`config.mk`:
```
export PLATFORM = sky130hd
export DESIGN_NAME = switch_bank
export DESIGN_NICKNAME = d
export VERILOG_FILES = /design/src/rtl/switch_bank.sv
export SDC_FILE = /design/constraint.sdc
export NUM_CORES = 1
export LEC_CHECK = 0
export CELL_PAD_IN_SITES_DETAIL_PLACEMENT = 0
export CELL_PAD_IN_SITES_GLOBAL_PLACEMENT = 1
export CORE_UTILIZATION = 40
export CTS_BUF_LIST = sky130_fd_sc_hd__clkbuf_4 sky130_fd_sc_hd__clkbuf_8 sky130_fd_sc_hd__clkbuf_16
export CTS_CLUSTER_DIAMETER = 100
export CTS_CLUSTER_SIZE = 20
export DETAILED_ROUTE_END_ITERATION = 10
export PLACE_DENSITY_LB_ADDON = 0.25
export SLEW_MARGIN = 25
export SYNTH_ARGS = -nofsm -noshare
export SYNTH_HDL_FRONTEND = slang
export SYNTH_SLANG_ARGS = --single-unit
```
`constraint.sdc`:
```
create_clock -name i_clk -period 2.5 [get_ports i_clk]
set_input_delay 0.5 -clock i_clk [delete_from_list [all_inputs] [get_ports i_clk]]
set_output_delay 0.5 -clock i_clk [all_outputs]
set_load 0.1 [all_outputs]
```
`src/rtl/switch_bank.sv`:
```
// Multi-channel switch front end: a 2-FF synchroniser per pin, then a per-channel
// debounce counter advanced on i_sample strobes, with registered rise/fall pulses.
module switch_bank #(
  parameter int                WIDTH        = 8,
  parameter int                STABLE_COUNT = 4,
  parameter int                ACTIVE_LOW   = 0,
  parameter logic [WIDTH-1:0]  INIT         = '0
) (
  input  logic             i_clk,
  input  logic             i_rst_n,
  input  logic [WIDTH-1:0] i_switch,
  input  logic             i_sample,
  output logic [WIDTH-1:0] o_switch,
  output logic [WIDTH-1:0] o_rise,
  output logic [WIDTH-1:0] o_fall,
  output logic             o_changed
);

  localparam int               CW        = ($clog2(STABLE_COUNT + 1) > 1) ? $clog2(STABLE_COUNT + 1) : 1;
  localparam logic [CW-1:0]    CNT_LAST  = CW'(STABLE_COUNT - 1);
  localparam logic [WIDTH-1:0] INV       = {WIDTH{ACTIVE_LOW != 0}};
  // Sync stages start at the raw level matching INIT so release never produces an edge.
  localparam logic [WIDTH-1:0] SYNC_INIT = INIT ^ INV;

  if (WIDTH < 1 || STABLE_COUNT < 1) begin : g_bad_param
    $error("switch_bank: WIDTH and STABLE_COUNT must both be >= 1");
  end

  logic [WIDTH-1:0] sync1;
  logic [WIDTH-1:0] sync2;
  logic [WIDTH-1:0] lvl;
  logic [CW-1:0]    cnt      [WIDTH];
  logic [CW-1:0]    cnt_nxt  [WIDTH];
  logic [WIDTH-1:0] sw_nxt;
  logic [WIDTH-1:0] rise_nxt;
  logic [WIDTH-1:0] fall_nxt;

  assign lvl = sync2 ^ INV;

  always_comb begin
    sw_nxt   = o_switch;
    rise_nxt = '0;
    fall_nxt = '0;
    cnt_nxt  = cnt;
    if (i_sample) begin
      for (int i = 0; i < WIDTH; i++) begin
        if (lvl[i] == o_switch[i]) begin
          // A bounce back to the accepted level cancels any pending change.
          cnt_nxt[i] = '0;
        end else if (cnt[i] == CNT_LAST) begin
          sw_nxt[i]   = lvl[i];
          cnt_nxt[i]  = '0;
          rise_nxt[i] = lvl[i];
          fall_nxt[i] = ~lvl[i];
        end else begin
          cnt_nxt[i] = cnt[i] + CW'(1);
        end
      end
    end
  end

  always_ff @(posedge i_clk or negedge i_rst_n) begin
    if (!i_rst_n) begin
      sync1     <= SYNC_INIT;
      sync2     <= SYNC_INIT;
      o_switch  <= INIT;
      o_rise    <= '0;
      o_fall    <= '0;
      o_changed <= 1'b0;
      for (int i = 0; i < WIDTH; i++) cnt[i] <= '0;
    end else begin
      sync1     <= i_switch;
      sync2     <= sync1;
      o_switch  <= sw_nxt;
      o_rise    <= rise_nxt;
      o_fall    <= fall_nxt;
      o_changed <= |(rise_nxt | fall_nxt);
      for (int i = 0; i < WIDTH; i++) cnt[i] <= cnt_nxt[i];
    end
  end

endmodule

```
==> impl_metrics.toml, run 1 <==
[clocking]
h-tree-depth = 3
cts_resized = 0
cts_root_buffer = "clkbuf_8"
cts_setup_buffers = 0
cts_tree = "done"
worstSkewPairLatency_ps = 330
hold_buffers = 0
cts_max_path_buffers = 2
cts_inserted_buffers = 9
clkTransAtPathRegs_ps = 70
clkSinkCount = 65

[power_and_ir_drop]
switching_power_mw = 1.46
switching_share_pct = 40.2
p_comb_share_pct = 36.4
power.density_mw_per_mm2 = 1140
seq_power_share_pct = 38.9
pwr-share-clk_pct = 24.7
power.internal_mw = 2.17
power_leakage_nw = 1.58
peakVddDrop_mv = 0.714

[die]
dieArea_sq_mm = 0.00674
io_pins = 36
core_sq_mm = 0.00606
die_y_um = 82.1
die_w_um = 82.1
rows = 28
start_util_pct = 42.3

[route]
drt_wl_total_um = 4080
wl_per_cell_um = 12.4
dr.pass1.iters = 4
drtAntennaViolNets = 0
route.detailed.drc = 0
avgViaCountPerCell = 4.81
dr_total_vias = 1581
drt_iter0_drc = 61

[final_layout]
n_antenna_cell = 0
nNetsFinal = 268
fillers = 538
layout-drive-gt1-share_pct = 24.4
synthToLayoutAreaGrowth_pct = 23.8
final_cell_area_sq_mm = 0.00318

[global_routing]
grt_pass1_vias = 1546
grt_usage_pct = 14.1
grt_max_degree = 66
grt_util_met1_pct = 17.5
met2_usage_pct = 21.4
grt_first_pass_wirelength_um = 6870
grt_use_met3_pct = 4.07
grt_antenna_before_repair = 0
grt-busiest-layer = "met2"
grt-ovfl-total = 0

[setup_path]
critical_path_class = "in -> reg"
cp_slowest_cell = "clkdlybuf4s50_1"
critPathMaxStageDelay_ps = 580
crit_chain = "clkdlybuf4s50_1 > buf_4 > nand3b_1 > o22ai_1 > or4_1"
start_kind = "primary input"
worstPathRequired_ps = 2700
cp-end-kind = "flop"
worst_ep_arrival_time_ps = 2130
crit_fanout = 11

[placement]
portBuffers = 35
dpl_cell_area_sq_mm = 0.00298
gp_congestion = 0.706
dp_worst_setup_slack_ps = 203
dpl.hpwl_um = 2700

[synth]
synth_area_sq_mm = 0.00257
synth_area_leaders = "dfrtp_1 63%, mux2_2 4.4%, ha_1 3.9%"
syn_nets = 221
synth_common_cells = "65 x dfrtp_1, 16 x o21ai_0, 14 x inv_1"
synth_top_area_share_pct = 63.4
synth_edf_count = 0
netlist_instances = 202
synth.most_common_cell = "dfrtp_1"
ys_seq_area_share_pct = 63.4
yosys_most_used_dff = "dfrtp_1"
synth-seq-cells = 65
yosys.area.top_type = "dfrtp_1"
synth.avg_cell_area_sq_um = 12.7
synth-async-reset-ratio_pct = 100
synth_cell_types = 28
yosysWarnings = 0

[sta]
maxSlewViolCount = 0
layout_setup_ws_ps = 574
finalSetupTns_ps = 0
finalClockSkew_ps = 4.09
rsz0062_at_grt = "no"
setup_viol_count_final = 0
max_freq_mhz = 519
max-slew-margin-rel_pct = 76.5
fin_crit_sh_pct = 77.0
hold_viol = 0
worstMarginPinSlew_ps = 352
period_minus_slack_ps = 1930

[status]
outcome = "completed"

[flow_run]
maxCapViolations = 0

[worst_hold_path]
hold_path_class = "in -> async"
-- power groups by stage --
stage	Sequential [mW]	Clock, mW	Combinational, mW
after CTS	1.42	0.932	1.34
after floorplan	1.99	0	0.466
after detailed placement	1.43	0	1.34
after global placement	1.43	0	1.33
after global routing	1.45	0.981	1.43
final	1.41	0.897	1.32
-- through the flow --
| step | util [%] | hold slack (ps) | power (mW) | instances |
|---|---|---|---|---|
| after floorplan | - | 204 | 2.45 | 202 |
| after global placement | 49.1 | 332 | 2.76 | 313 |
| after detailed placement | 49.1 | 336 | 2.77 | 313 |
| after CTS | 52.4 | 177 | 3.69 | 329 |
| after global routing | 52.4 | 195 | 3.86 | 329 |
| final | 52.4 | 148 | 3.64 | 329 |
-- critical path, delay by kind of cell --
| kind | cells | cell delay, ps |
|---|---|---|
| buffers and inverters | 2 | 830 |
| AOI/OAI and AO/OA | 1 | 130 |
| and+or+nand+nor | 2 | 660 |
-- cells in the final DEF (no fill, tap or decap) --
cell	synthesis	layout
clkbuf_8	0	10
and2b_2	1	1
clkdlybuf4s50_1	0	9
nand3b_1	2	2
clkbuf_4	0	3
nand2_1	10	10
or4_1	1	1
nor3b_1	4	4
and2_1	6	6
o22ai_1	7	7
a21boi_0	4	4
xnor2_1	4	4
and3_2	1	1
nand2b_1	12	12
nor2b_1	5	5
nand3_1	2	2
ha_1	8	8
clkinv_2	0	2
buf_4	0	30
a21o_1	2	2
a32o_1	3	3
and3_1	5	5
and3b_1	5	5
bufinv_16	0	1
xor2_1	6	6
buf_12	0	1
nor3_1	2	2
inv_1	14	14
buf_2	3	1
mux2_2	10	10
dfrtp_1	65	65
and2_2	1	1
and3b_4	1	1
o21ai_0	16	16
-- logic make-up (layout without fill, tap and decap cells) --
| group | Yosys count | in the layout | synth area share (%) |
|---|---|---|---|
| buffers and inverters | 19 | 71 | 2.93 |
| AO/OA/AOI/OAI | 32 | 32 | 7.75 |
| AND/OR/NAND/NOR | 58 | 58 | 14.2 |
| multiplexers | 10 | 10 | 4.39 |
| flip-flops | 65 | 65 | 63.4 |
| XOR/XNOR | 10 | 10 | 3.41 |
| adder cells (fa/ha/maj) | 8 | 8 | 3.90 |
-- sequential cells by signal, summed over array words and instances (netlist names) --
signal / count
cnt: 24
lvl: 8
o_fall: 8
o_rise: 8
o_switch: 8
sync1: 8
o_changed: 1
-- metal layers --
metal,share of wire [%],up-vias
li1,-,778
met1,47,766
met2,46,26
met3,3.9,11
met4,2.7,0
met5,0,-
-- final cells by class --
class                           count  area (sq um)  area share, %
Sequential cell                    65          1630           51.2
Multi-Input combinational cell    118           865           27.2
Timing Repair Buffer               41           340           10.7
Clock buffer                       13           160           5.04
Tap cell                           75          93.8           2.95
Inverter                           14          52.6           1.65
Clock inverter                      3          40.0           1.26
-- path summary, 6_finish.rpt --
path                                     start                  end  slack (ps)  cells past startpoint
max in group asynchronous              i_rst_n  cnt[17]$_DFFE_PN0P_        2030                      2
max reg2reg                cnt[21]$_DFFE_PN0P_  o_changed$_DFF_PN0_         820                      4
min                                    i_rst_n     lvl[4]$_DFF_PN0_         150                      2
min in group i_clk          sync1[7]$_DFF_PN0_     lvl[7]$_DFF_PN0_         350                      0
max                                   i_sample  o_changed$_DFF_PN0_         570                      5
min reg2reg                 sync1[7]$_DFF_PN0_     lvl[7]$_DFF_PN0_         350                      0
Note: power is estimated with default switching activity, not from simulation.
==> run 2: changes to the inputs <==
Settings changed: CORE_UTILIZATION 40 to 39.
Clock period 2.5 ns to 1.6 ns, I/O delays scaled along.
==> run 2 against run 1 <==
- first-iteration DRC count increased by 26%
- clock-buffer cell count is 1 lower
- global-route usage is 0.63 points higher
- setup slack lost 570 ps
- core utilization rose by 6.9 points
- clock power rose by 98%
- die area rose by 2.5%
- combinational power up 100%
- critical path type is now reg -> reg
- critical endpoint unchanged
- highest routed layer unchanged
==> impl_metrics.toml, run 2 (same netlist as run 1, synthesis figures left out) <==
[status]
outcome = "completed"

[setup_path]
worst_ep_arrival_time_ps = 1810
cp-end-kind = "flop"
cp_slowest_cell = "or4_1"
crit_chain = "ha_2 > and3b_4 > a32o_1 > or4_1"
worstPathRequired_ps = 1810
crit_fanout = 2
critical_path_class = "reg -> reg"
path_buf_inv = 0
critPathMaxStageDelay_ps = 520
cpLargestDelayFamily = "simple AND/OR/NAND/NOR gates"
start_kind = "flop"

[clocking]
cts_root_buffer = "clkbuf_8"
h-tree-depth = 3
clkTransAtPathRegs_ps = 70
cts_inserted_buffers = 9
clkSinkCount = 65
worstSkewPairLatency_ps = 340
cts_tree = "done"
cts_max_path_buffers = 2

[final_layout]
largest_register_ffs = 24
regMostFlops = "cnt"
final_cell_area_sq_mm = 0.00377
layout-drive-gt1-share_pct = 36.4
nNetsFinal = 289
utilization_pct = 59.3
n_antenna_cell = 0
layout_common_cells = "57 x dfrtp_1, 26 x buf_12, 25 x buf_4"
final_common_cell = "dfrtp_1"
synthToLayoutAreaGrowth_pct = 46.8

[placement]
dpl_cell_area_sq_mm = 0.00343
gp_congestion = 0.732
portBuffers = 35
dpl.hpwl_um = 3020

[sta]
period_minus_slack_ps = 1600
finalClockSkew_ps = 4.53
worst_hold_slack_ps = 349
worstMarginPinSlew_ps = 346
setup_viol_count_final = 0
rsz0062_at_grt = "yes"
hold_viol = 0
max_freq_mhz = 625
maxSlewViolCount = 0
fin_crit_sh_pct = 100
max-slew-margin-rel_pct = 77.0

[worst_hold_path]
hold_path_class = "reg -> reg"

[route]
avgViaCountPerCell = 4.78
drt_wl_total_um = 4430
wl_per_cell_um = 12.6
route.detailed.drc = 0
drtAntennaViolNets = 0
drt_iter0_drc = 77
dr.pass1.iters = 4
dr_total_vias = 1681

[die]
io_pins = 36
die_w_um = 83.1
die_y_um = 83.1
rows = 29
core_sq_mm = 0.00635
start_util_pct = 40.4
dieArea_sq_mm = 0.00691

[global_routing]
grt-ovfl-total = 0
grt_usage_pct = 14.8
grt_max_degree = 66
grt_pass1_vias = 1683
grt_first_pass_wirelength_um = 7890
grt_antenna_before_repair = 0

[power_and_ir_drop]
peakVddDrop_mv = 1.23
power_leakage_nw = 1.76
power.density_mw_per_mm2 = 1790

[flow_run]
maxCapViolations = 0
-- run 2: changes by cell type in the layout (fill, tap and decap cells not counted), moves of 3 or more --
cell / delta
buf_12: +25
buf_4: -5
clkbuf_4: -3
dfrtp_1: -8
dfrtp_2: +5
dfrtp_4: +3
ha_1: -6
ha_2: +6
nor2b_1: -3
-- run 2: area by class of cell --
type / count / area, sq um
Clock buffer: 12 / 165
Clock inverter: 4 / 97.6
Fill cell: 504 / 2580
Inverter: 14 / 52.6
Multi-Input combinational cell: 118 / 900
Sequential cell: 65 / 1640
Tap cell: 77 / 96.3
Timing Repair Buffer: 62 / 812
-- run 2: where the power goes --
part	leakage [nW]	switching, mW	total, mW	internal, mW
clock	0.129	0.620	1.78	1.16
combinational	0.797	1.53	2.68	1.14
sequential	0.834	0.285	2.28	1.99
total	1.76	2.44	6.74	4.30
-- run 2: path summary, 6_finish.rpt --
check	from	endpoint	slack, ps	cells past startpoint
worst max-delay path	cnt[1]$_DFFE_PN0P_	o_changed$_DFF_PN0_	0.2	4
worst min-delay path	sync1[2]$_DFF_PN0_	lvl[2]$_DFF_PN0_	350	0
worst max register to register	cnt[1]$_DFFE_PN0P_	o_changed$_DFF_PN0_	0.2	4
worst min register to register	sync1[2]$_DFF_PN0_	lvl[2]$_DFF_PN0_	350	0
max in group asynchronous	i_rst_n	o_switch[0]$_DFFE_PN0P_	770	3
min in group asynchronous	i_rst_n	cnt[9]$_DFFE_PN0P_	510	3
-- run 2: worst register-to-register path: cells and delay by family (launching register included) --
kind                       cells  cell delay (ps)
and+or+nand+nor                2              700
DFF                            1              380
adders and majority gates      1              200
AOI/OAI and AO/OA              1              200
-- run 2: repair_timing --
item                                   CTS  global route
resized for setup                        8             3
setup endpoints to repair                1             1
endpoints found under the hold margin   38             0
hold buffers                             1             0
pin swaps                                6             3
buffers inserted                         3             2
-- run 2: metal layers --
| metal | part of all wire [%] | vias up | global-route usage (%) |
|---|---|---|---|
| met5 | 0 | - | 0 |
| met4 | 2.6 | 0 | 7.52 |
| met3 | 4.5 | 10 | 5.27 |
| met2 | 47 | 35 | 22.5 |
| met1 | 46 | 812 | 18.5 |
| li1 | - | 824 | - |
-- run 2: per-stage QoR --
step	TNS (ps)	power [mW]	setup WS, ps	cells
floorplan	-88.7	3.89	-88.7	202
global placement	-2500	4.88	-362	330
detailed placement	-3230	4.92	-403	330
CTS	-2.94	6.78	-2.94	350
global route	-57.0	7.12	-57.0	352
finish	0	6.74	0.199	352
